### src/rtl/instr_fetch_if.sv
// Fetch-stage bundle: the instruction-memory request channel, the decode-side IR
// outputs and the execute-side redirect inputs.
interface instr_fetch_if;
  logic        imem_req;
  logic [63:0] imem_addr;
  logic        imem_ack;
  logic [31:0] imem_rdata;
  logic        stall;
  logic        redirect;
  logic [63:0] redirect_pc;
  logic [31:0] instr;
  logic [63:0] instr_pc;
  logic        instr_valid;

  modport master (
    output imem_req, imem_addr, instr, instr_pc, instr_valid,
    input  imem_ack, imem_rdata, stall, redirect, redirect_pc
  );

  modport slave (
    input  imem_req, imem_addr, instr, instr_pc, instr_valid,
    output imem_ack, imem_rdata, stall, redirect, redirect_pc
  );
endinterface

### src/rtl/instr_fetch.sv
// Instruction fetch stage: one outstanding memory request, IR plus a one-entry skid
// buffer for decode stalls, and redirect handling that drops wrong-path responses.
module instr_fetch #(
  parameter logic [63:0] RESET_PC  = 64'h0,
  parameter logic [31:0] NOP_INSTR = 32'h0000_0013
) (
  input logic          clk,
  input logic          rst_n,
  instr_fetch_if.master bus
);

  typedef enum logic [1:0] {IDLE, REQ, WAIT, DROP} state_t;

  state_t      state, state_n;
  logic [63:0] pc, pc_n;
  logic [63:0] req_addr, req_addr_n;
  logic [31:0] ir_instr, ir_instr_n;
  logic [63:0] ir_pc, ir_pc_n;
  logic        ir_valid, ir_valid_n;
  logic [31:0] skid_instr, skid_instr_n;
  logic [63:0] skid_pc, skid_pc_n;

  logic [63:0] target;
  logic [63:0] pc_inc;
  logic        slot_free;

  assign target    = bus.redirect_pc & ~64'h3;
  assign pc_inc    = pc + 64'd4;
  assign slot_free = !ir_valid || !bus.stall;

  assign bus.imem_req    = (state == REQ) || (state == DROP);
  assign bus.imem_addr   = req_addr;
  assign bus.instr       = ir_instr;
  assign bus.instr_pc    = ir_pc;
  assign bus.instr_valid = ir_valid;

  always_ff @(posedge clk or negedge rst_n) begin
    if (!rst_n) begin
      state      <= IDLE;
      pc         <= RESET_PC;
      req_addr   <= RESET_PC;
      ir_instr   <= NOP_INSTR;
      ir_pc      <= 64'h0;
      ir_valid   <= 1'b0;
      skid_instr <= 32'h0;
      skid_pc    <= 64'h0;
    end else begin
      state      <= state_n;
      pc         <= pc_n;
      req_addr   <= req_addr_n;
      ir_instr   <= ir_instr_n;
      ir_pc      <= ir_pc_n;
      ir_valid   <= ir_valid_n;
      skid_instr <= skid_instr_n;
      skid_pc    <= skid_pc_n;
    end
  end

  // Default: a consumed IR empties unless a load below refills it. Redirect is
  // tested first in every state so it beats both stall and IR loads.
  always_comb begin
    state_n      = state;
    pc_n         = pc;
    req_addr_n   = req_addr;
    ir_instr_n   = ir_instr;
    ir_pc_n      = ir_pc;
    ir_valid_n   = ir_valid && bus.stall;
    skid_instr_n = skid_instr;
    skid_pc_n    = skid_pc;

    case (state)
      IDLE: begin
        state_n = REQ;
        if (bus.redirect) begin
          pc_n       = target;
          req_addr_n = target;
          ir_valid_n = 1'b0;
        end else begin
          req_addr_n = pc;
        end
      end

      REQ: begin
        if (bus.redirect) begin
          ir_valid_n = 1'b0;
          pc_n       = target;
          if (bus.imem_ack) begin
            req_addr_n = target;
          end else begin
            state_n = DROP;
          end
        end else if (bus.imem_ack) begin
          pc_n = pc_inc;
          if (slot_free) begin
            ir_instr_n = bus.imem_rdata;
            ir_pc_n    = req_addr;
            ir_valid_n = 1'b1;
            req_addr_n = pc_inc;
          end else begin
            skid_instr_n = bus.imem_rdata;
            skid_pc_n    = req_addr;
            state_n      = WAIT;
          end
        end
      end

      WAIT: begin
        if (bus.redirect) begin
          ir_valid_n = 1'b0;
          pc_n       = target;
          req_addr_n = target;
          state_n    = REQ;
        end else if (!bus.stall) begin
          ir_instr_n = skid_instr;
          ir_pc_n    = skid_pc;
          ir_valid_n = 1'b1;
          req_addr_n = pc;
          state_n    = REQ;
        end
      end

      DROP: begin
        // The old request must still complete; its data is thrown away.
        if (bus.redirect) begin
          ir_valid_n = 1'b0;
          pc_n       = target;
        end
        if (bus.imem_ack) begin
          req_addr_n = bus.redirect ? target : pc;
          state_n    = REQ;
        end
      end

      default: state_n = IDLE;
    endcase
  end

endmodule

### src/flat_wrapper.sv
// flat-port wrapper written by rule: the top's interface ports become plain ports
module instr_fetch_flat 
#(
  parameter logic [63:0] RESET_PC  = 64'h0,
  parameter logic [31:0] NOP_INSTR = 32'h0000_0013
)
  (clk, rst_n, bus_imem_req, bus_imem_addr, bus_instr, bus_instr_pc, bus_instr_valid, bus_imem_ack, bus_imem_rdata, bus_stall, bus_redirect, bus_redirect_pc);
  instr_fetch_if bus_i ();
  input logic clk;
  input logic rst_n;
  output wire logic [$bits(bus_i.imem_req)-1:0] bus_imem_req;
  output wire logic [$bits(bus_i.imem_addr)-1:0] bus_imem_addr;
  output wire logic [$bits(bus_i.instr)-1:0] bus_instr;
  output wire logic [$bits(bus_i.instr_pc)-1:0] bus_instr_pc;
  output wire logic [$bits(bus_i.instr_valid)-1:0] bus_instr_valid;
  input wire logic [$bits(bus_i.imem_ack)-1:0] bus_imem_ack;
  input wire logic [$bits(bus_i.imem_rdata)-1:0] bus_imem_rdata;
  input wire logic [$bits(bus_i.stall)-1:0] bus_stall;
  input wire logic [$bits(bus_i.redirect)-1:0] bus_redirect;
  input wire logic [$bits(bus_i.redirect_pc)-1:0] bus_redirect_pc;
  assign bus_imem_req = bus_i.imem_req;
  assign bus_imem_addr = bus_i.imem_addr;
  assign bus_instr = bus_i.instr;
  assign bus_instr_pc = bus_i.instr_pc;
  assign bus_instr_valid = bus_i.instr_valid;
  assign bus_i.imem_ack = bus_imem_ack;
  assign bus_i.imem_rdata = bus_imem_rdata;
  assign bus_i.stall = bus_stall;
  assign bus_i.redirect = bus_redirect;
  assign bus_i.redirect_pc = bus_redirect_pc;
  instr_fetch #(.RESET_PC(RESET_PC), .NOP_INSTR(NOP_INSTR)) u_core (.clk(clk), .rst_n(rst_n), .bus(bus_i));
endmodule
### config.mk
export PLATFORM = sky130hd
export DESIGN_NAME = instr_fetch_flat
export DESIGN_NICKNAME = d
export VERILOG_FILES = /design/src/rtl/instr_fetch_if.sv /design/src/rtl/instr_fetch.sv /design/src/flat_wrapper.sv
export SDC_FILE = /design/constraint.sdc
export NUM_CORES = 1
export LEC_CHECK = 0
export ABC_AREA = 1
export CORE_ASPECT_RATIO = 1.75
export CORE_MARGIN = 2
export CORE_UTILIZATION = 45
export DETAILED_ROUTE_END_ITERATION = 10
export GPL_ROUTABILITY_DRIVEN = 0
export MAX_ROUTING_LAYER = met4
export PLACE_DENSITY = 0.77
export SLEW_MARGIN = 15
export SYNTH_ARGS = -nofsm -noshare
export SYNTH_HDL_FRONTEND = slang
export SYNTH_SLANG_ARGS = --single-unit
export TNS_END_PERCENT = 30
### constraint.sdc
create_clock -name clk -period 5.45 [get_ports clk]
set_clock_uncertainty 0.2 [all_clocks]
set_input_delay 0.545 -clock clk [delete_from_list [all_inputs] [get_ports clk]]
set_output_delay 0.545 -clock clk [all_outputs]
set_load 0.01 [all_outputs]
==> run summary <==
first-pass GRT wire length: 74.0 mm
Max VDD drop: 374 µV
CTS tree: done
CP Capture Type: flip-flop
final setup fails: 0
FMAX: 0.307 GHz
height of the die: 251 µm
Clock Path Buffers: 3
CTS clk-pin slew, worst paths: 0.07 ns
CP Data Arrival Time: 3.46 ns
required time worst endpoint: 5.66 ns
Placeable Area: 0.0345 mm²
GRT Util Overall: 25.9%
H-tree Lvls: 1
final core occ: 56.9%
initial antenna violation count: 0
period utilization: 59.7%
post-route ant nets: 0
critical path class: reg2reg
dpl ws: 2.01 ns
P&R area growth vs syn: 24.8%
area of the multi-input gates: 0.00648 mm²
clock sinks: 323
Root Driver: clkbuf_16
DRC: 0
dpl cells: 2694
leak pwr: 9.10 nW
Mean Syn Cell Area: 7.61 µm²
vias post-DR: 14697
CP Max Fanout: 91
post-synth cell types: 37
antenna cells: 0
combinational power share: 42.0%
power after layout: 10.9 mW
status: finished clean
Worst setup SP type: flip-flop
Net Switching: 4.32 mW
total gr overflow: 0
FP Rows: 90
drt via density: 5.35
Seq/Total Area, Yosys: 51.5%
worst slew pin tran: 0.925 ns
unrepaired setup endpoints after global routing: no
sw frac: 39.7%
final hold vios: 0
setup bufs post-CTS: 0
Sequential Area: 0.00809 mm²
max-cap violations: 0
yosys warns: 0
detailed placement HPWL: 33.0 mm
minimum clock period: 3.25 ns
Final TNS setup: 0 ns
PD cells: 554 mW/mm²
Synth Net Count: 2169
number of global-route vias before repair: 13919
Pins Over Slew Limit: 0
fillers: 3169
cells after synthesis: 2064
port bufs: 260
total wire length: 47.0 mm
DR pass1 iterations: 8
cell area after layout: 0.0196 mm²
largest net degree at the start of global routing: 193
Reg power frac: 38.5%
max_slew headroom: 38.4%
Iteration-0 DRC Markers: 1556
clock network fraction of total power: 19.5%
placed inst area: 0.0186 mm²
I/O Pins: 263
clk_lat worst skew: 0.56 ns
share of cells above drive strength 1: 4.02%
DR WL/cell: 17.1 µm
post-route setup slack: 2.20 ns
Initial Util: 45.6%
Pint: 6.55 mW
Total Die Area: 0.0365 mm²
synthesized area: 0.0157 mm²
number of synthesized register bits: 323
CTS Buf Count: 29
Fin Hold WS: 0.287 ns
Die W: 145 µm
worst min path class: reg2reg
fin nets: 2371
Non-Filler Instances: 2748
[power by group through the flow]
stage               clock (mW)  combinational, mW  sequential, mW
global placement             0               4.42            4.15
detailed placement           0               4.54            4.21
global route              2.26               5.04            4.30
finish                    2.12               4.56            4.18
floorplan                    0               2.25            4.29
CTS                       2.17               4.58            4.17
[metal layers]
layer  vias to the layer above  GRT usage (%)  part of all wire, %
met5                         -              -                    0
met4                         0           16.6                  7.8
met3                       190           2.61                  5.7
met2                       701           41.4                   47
met1                      6782           31.5                   40
li1                       7024              -                    -
[sequential cells by signal (all words and copies together), names as in the netlist]
name,cells
u_core.skid_pc,64
u_core.bus.instr_pc,64
u_core.skid_instr,32
u_core.bus.instr,32
u_core.bus.instr_valid,1
u_core.pc,64
u_core.bus.imem_addr,64
u_core.state,2
[synthesized netlist by cell type, drive strengths merged]
cell type	n	area share, %
mux2i	1	0.064
inv	188	4.5
a22o	1	0.056
nor3	13	0.49
o21bai	1	0.048
nand3b	1	0.048
dfrtp	320	51
a31oi	1	0.040
o221ai	2	0.11
nand3	57	1.8
dfstp	3	0.50
a2111oi	1	0.18
xor2	15	0.84
clkbuf	72	1.7
and2	4	0.17
ha	4	0.32
nor3b	1	0.048
o21ai	206	6.6
nand2	573	14
o21a	1	0.048
nor2	294	7.3
o22ai	3	0.12
a21oi	204	6.5
buf	35	1.1
clkinv	1	0.024
xnor2	3	0.17
a22oi	24	1.1
nand4	31	1.2
o211ai	4	0.19
[cell usage in the layout, fill, tap and decap left out, drive strengths merged, types with 15 or more instances in the layout]
master / count
dfrtp: 320
a22oi: 24
nand3: 57
buf: 19
nand4: 31
nor2: 294
a21oi: 204
nand2: 573
xor2: 15
inv: 189
o21ai: 206
clkbuf: 38
clkdlybuf4s50: 258
[worst paths after layout]
path / start / endpoint / slack [ns] / cells past startpoint
worst max-delay path: u_core.state[1] / u_core.skid_pc[32] / 2.20 / 9
worst min-delay path: u_core.skid_pc[9] / u_core.skid_pc[9] / 0.29 / 2
worst max register to register: u_core.state[1] / u_core.skid_pc[32] / 2.20 / 9
worst min register to register: u_core.skid_pc[9] / u_core.skid_pc[9] / 0.29 / 2
max in group asynchronous: rst_n / u_core.bus.instr[16] / 3.43 / 3
min in group asynchronous: rst_n / u_core.bus.instr_pc[17] / 0.37 / 2
[cell type report]
class                      count  area share (%)
timing repair buffer         278            14.1
sequential                   323            41.2
clock buffer                  38            4.18
multi-input combinational   1445            33.1
clock inverter                15           0.830
inverter                     189            3.62
tap                          460            2.94
[cell families after synthesis]
group / after synthesis / share of synthesized area [%]
and+or+nand+nor: 974 / 24.8
DFF: 323 / 51.5
muxes: 1 / 0.0637
adders and majority gates: 4 / 0.319
xor gates and xnor gates: 18 / 1.00
buffers and inverters: 296 / 7.37
AOI/OAI and AO/OA: 448 / 15.0
[critical path: stages (launching register included)]
cell and delay (ns):
dfrtp_1 0.43, inv_1 0.09, ha_1 0.14, buf_4 0.23
nand2_1 0.29, nor2_1 0.40, nand2_4 0.54, buf_4 0.52
nand2_1 0.10, o21ai_0 0.09
[what timing repair did]
action | CTS | global route
hold buffers | 1 | 0
hold endpoints to repair | 88 | 0
gates resized for setup | 0 | 0
No activity file was read; power rests on OpenSTA's default activity.
